===== config.mk =====
export PLATFORM = sky130hd
export DESIGN_NAME = npc_fetch_ctrl
export DESIGN_NICKNAME = d
export VERILOG_FILES = /design/src/rtl/npc_fetch_ctrl.sv
export SDC_FILE = /design/constraint.sdc
export NUM_CORES = 1
export LEC_CHECK = 0
export ABC_AREA = 0
export ABC_CLOCK_PERIOD_IN_PS = 3800
export BUFFER_PORTS_ARGS = -buffer_cell sky130_fd_sc_hd__buf_2
export CORE_MARGIN = 1
export CORE_UTILIZATION = 29
export DETAILED_ROUTE_END_ITERATION = 8
export PLACE_DENSITY = 0.62
export SYNTH_ARGS = -nofsm -noshare
export SYNTH_HDL_FRONTEND = slang
export SYNTH_SLANG_ARGS = --single-unit

===== constraint.sdc =====
create_clock -name clk -period 3.8 [get_ports clk]
set_input_delay 0.38 -clock clk [delete_from_list [all_inputs] [get_ports clk]]
set_output_delay 0.38 -clock clk [all_outputs]
set_load 0.05 [all_outputs]

===== src/rtl/npc_fetch_ctrl.sv =====
// Next-PC and instruction-fetch controller: drives the PC register input, fetches
// from instruction memory, and hands instructions to decode over valid/ready.
module npc_fetch_ctrl #(
  parameter logic [29:0] RESET_PC = 30'h0000_0c00
) (
  input  logic        clk,
  input  logic        rst,
  input  logic [31:2] pc,
  output logic [31:2] npc,
  output logic        imem_req,
  output logic [31:2] imem_addr,
  input  logic        imem_ack,
  input  logic [31:0] imem_rdata,
  output logic        instr_valid,
  output logic [31:0] instr,
  output logic [31:2] instr_pc,
  input  logic        id_ready,
  input  logic        redirect_valid,
  input  logic [31:2] redirect_target,
  output logic [31:0] fetch_cnt
);

  typedef enum logic [1:0] {
    BOOT  = 2'd0,
    FETCH = 2'd1,
    DRAIN = 2'd2,
    VALID = 2'd3
  } state_t;

  state_t      r_state;
  state_t      w_state_nxt;
  logic        r_pending;
  logic [31:2] r_pend_tgt;
  logic [31:0] r_instr;
  logic [31:2] r_instr_pc;
  logic [31:0] r_fetch_cnt;

  logic        w_load_instr;
  logic        w_set_pend;
  logic        w_clr_pend;
  logic        w_cnt_inc;
  logic [31:2] w_npc;

  // Next-state, next-PC and register update strobes
  always_comb begin
    w_state_nxt  = r_state;
    w_npc        = pc;
    w_load_instr = 1'b0;
    w_set_pend   = 1'b0;
    w_clr_pend   = 1'b0;
    w_cnt_inc    = 1'b0;
    case (r_state)
      BOOT: begin
        w_npc       = RESET_PC;
        w_state_nxt = FETCH;
      end
      FETCH: begin
        if (imem_ack) begin
          if (r_pending || redirect_valid) begin
            // Stale response: the fetched word belongs to a redirected-away path
            w_npc       = redirect_valid ? redirect_target : r_pend_tgt;
            w_clr_pend  = 1'b1;
            w_state_nxt = FETCH;
          end else begin
            w_npc        = pc + 30'd1;
            w_load_instr = 1'b1;
            w_state_nxt  = VALID;
          end
        end else if (redirect_valid) begin
          w_set_pend = 1'b1;
        end
      end
      VALID: begin
        if (redirect_valid) begin
          w_npc       = redirect_target;
          w_cnt_inc   = id_ready;
          w_state_nxt = FETCH;
        end else if (id_ready) begin
          w_cnt_inc   = 1'b1;
          w_state_nxt = FETCH;
        end
      end
      default: begin
        w_state_nxt = FETCH;
      end
    endcase
  end

  always_ff @(posedge clk or posedge rst) begin
    if (rst) begin
      r_state     <= BOOT;
      r_pending   <= 1'b0;
      r_pend_tgt  <= 30'd0;
      r_instr     <= 32'd0;
      r_instr_pc  <= 30'd0;
      r_fetch_cnt <= 32'd0;
    end else begin
      r_state <= w_state_nxt;
      if (w_set_pend) begin
        r_pending  <= 1'b1;
        r_pend_tgt <= redirect_target;
      end else if (w_clr_pend) begin
        r_pending <= 1'b0;
      end
      if (w_load_instr) begin
        r_instr    <= imem_rdata;
        r_instr_pc <= pc;
      end
      if (w_cnt_inc && (r_fetch_cnt != 32'hFFFF_FFFF)) begin
        r_fetch_cnt <= r_fetch_cnt + 32'd1;
      end
    end
  end

  assign npc         = w_npc;
  assign imem_req    = (r_state == FETCH);
  assign imem_addr   = pc;
  assign instr_valid = (r_state == VALID);
  assign instr       = r_instr;
  assign instr_pc    = r_instr_pc;
  assign fetch_cnt   = r_fetch_cnt;

endmodule


==> reports/metrics.cfg <==
[pwr]
p_leak_nw=4.63
switching_share_pct=41.1
ir_worst_vdd_mv=0.349
pwr-share-comb_pct=35.0
seq_power_share_pct=33.6
pwr-share-clk_pct=31.4
power_switching_w=0.00214
p_per_area_nw_per_um2=554
internal_power_w=0.00307

[timing]
finalSetupTns_ns=0
clock_skew_ns=0.0111
slew_viol_final=0
slew_headroom_pct=35.2
hold_violations=0
worstMarginPinSlew_ns=0.971
fin_crit_sh_pct=84.4
period_needed_ns=3.21
rsz0062_at_grt=false
finalSetupViolations=0
fmax_mhz=312
timing.hold.ws_ns=0.143

[worst_setup_path]
crit_fanout=14
start_kind=register
reg2reg_depth=5
worstReg2RegStart=r_state[1]$_DFFE_PP0P_
cp_data_arrival_time_ns=2.83
cp-end-kind=output port
reg2reg_to=instr_pc[6]$_DFFE_PP0P_
required_ns=3.42
crit_type=reg -> out
r2r_slack_ns=1.37

[drt]
wl_per_cell_um=18.5
wirelength_um=25000
vias_per_cell=5.33
via_count=7214
drt_iter0_markers=623
drc=0
drt.antenna.violating_nets=0
dr.pass1.iters=5

[clocking]
numCtsBuffers=17
cts_tree=done
cts_max_level=4
ctsResizeCount=0
clock_sinks=127
cts-root-buf=clkbuf_16
path_clk_slew_ns=0.06
clock_path_buffers=2
ctsHoldBuffers=0
clk_latency_ns=0.42
cts_setup_buffers=0

[finish]
final_nets=1109
drive_gt1_share_pct=37.0
syn_to_final_growth_pct=27.0
n_antenna_cell=0
fin_cells=1353

[synthesis]
ys_top_cells_by_count=nand2_1, dfrtp_1, mux2_2, nor2_1, clkbuf_1
synth_area_um2=7410
synthCells=802
synth_most_common_cell=nand2_1
synth_flop_cell=dfrtp_1
async_reset_ff_share_pct=100
synth_top_area_share_pct=42.9
ys_ff_latch=127
synth-edff-count=0
syn_avg_cell_area_um2=9.24
synthTopCellsByArea=dfrtp_1, mux2_2, nand2_1, buf_4, xor2_1
syn-num-nets=901
synth.distinct_cells=65
yosysSeqAreaShare_pct=42.9
synth_top_cell_by_area=dfrtp_1
yosysWarnings=0

[global_routing]
grt_pass1_vias=6750
grt_pass1_wl_um=38600
grt_usage_pct=19.0
grt_max_degree=102
antenna_found_initial=1
grt-ovfl-total=0

[die]
pin_count=253
dieArea_um2=26200
core_um2=25100
num_rows=58
die_w_um=162
die-height_um=162
initial_core_util_pct=29.5

[placed_design]
dp_hpwl_um=17500
place_inst=1321
port_buffers=252
gp_congestion=0.869

[run]
max-cap-violations=0

[worst_hold_path]
min_to=instr[11]$_DFFE_PP0P_
hp-start=imem_rdata[11]
hold_class=in -> reg
min_path_cells=3

[outcome]
outcome=finished, final reports clean

[cells in the final DEF, fill, tap and decap left out, drive strengths merged, types with 3 or more instances in the layout]
| master | instances |
|---|---|
| buf | 272 |
| nand2 | 149 |
| dfrtp | 127 |
| mux2 | 60 |
| nor2 | 40 |
| o21ai | 34 |
| nand3 | 29 |
| xor2 | 25 |
| nand4 | 23 |
| a21oi | 21 |
| clkbuf | 20 |
| mux2i | 19 |
| nor3 | 15 |
| nor4 | 15 |
| inv | 13 |
| o22ai | 12 |
| and3 | 12 |
| a221oi | 11 |
| xnor2 | 10 |
| a22oi | 9 |
| clkinv | 9 |
| and4 | 8 |
| o31ai | 7 |
| a31oi | 6 |
| o221ai | 5 |
| or3 | 5 |
| o211ai | 4 |
| a41oi | 4 |
| a32oi | 3 |
| or2 | 3 |
| or4 | 3 |
| a211o | 3 |
| o311ai | 3 |
| and2 | 3 |
[per-stage QoR]
stage	area [um^2]	util [%]	total power (W)	setup slack, ns
2_1_floorplan	7410	-	0.00313	0.0357
3_3_place_gp	8830	35.2	0.00358	1.02
3_5_place_dp	8830	35.2	0.00360	0.992
4_1_cts	9410	37.5	0.00527	0.590
5_1_grt	9410	37.5	0.00545	0.456
6_report	9410	37.5	0.00521	0.592
[power groups by stage]
stage	clock, W	combinational (W)	sequential (W)
after detailed placement	0	0.00183	0.00177
after floorplan	0	0.000688	0.00244
final	0.00164	0.00182	0.00175
after CTS	0.00168	0.00183	0.00175
after global placement	0	0.00182	0.00176
after global routing	0.00174	0.00193	0.00178
[per-layer routing]
metal  wire length [um]  GRT usage, %  vias up
li1                   -             -     3317
met1              10700          24.5     3525
met2              11800          30.5      329
met3               2040          4.93       41
met4                432          6.48        2
met5                 14             0        -
[worst max path at each step]
| stage | startpoint | to | slack [ns] | cells after the start |
|---|---|---|---|---|
| after floorplan | rst | fetch_cnt[0]$_DFFE_PP0P_ | 0.04 | 1 |
| after global placement | pc[14] | npc[31] | 1.02 | 7 |
| after detailed placement | imem_ack | npc[25] | 0.99 | 7 |
| after CTS | r_state[1]$_DFFE_PP0P_ | npc[25] | 0.59 | 6 |
| after global routing | r_state[1]$_DFFE_PP0P_ | npc[25] | 0.46 | 6 |
| final | r_state[1]$_DFFE_PP0P_ | npc[25] | 0.59 | 6 |
[cells by family after synthesis]
logic type	Yosys count	share of synthesized area (%)
AND/OR/NAND/NOR	315	20.6
AO/OA/AOI/OAI	147	13.7
flip-flops	127	42.9
buffers and inverters	96	6.63
multiplexers	79	11.7
XOR/XNOR	35	4.13
adder cells (fa/ha/maj)	2	0.337
other	1	0.0506
[critical path, stage by stage (launching register included)]
cell and delay (ns):
dfrtp_1 0.55, nand2b_1 0.24, inv_1 0.26, nand2_1 0.39, or4_1 0.58, nand3_1 0.12
buf_2 0.27
[registers in the layout (all words and copies together), names as in the netlist]
name        cells
fetch_cnt      32
instr          32
instr_pc       30
r_pend_tgt     30
r_state         2
r_pending       1
[area by class of cell]
cell class              instances  area [um^2]
clock inverters                12          135
repair buffers                272         1410
well taps                     330          413
clock buffers                  20          447
multi-input cells             579         3770
inverters                      13         53.8
flip-flops and latches        127         3180
fillers                      2644        15700
Power figures use the tool's default switching activity.
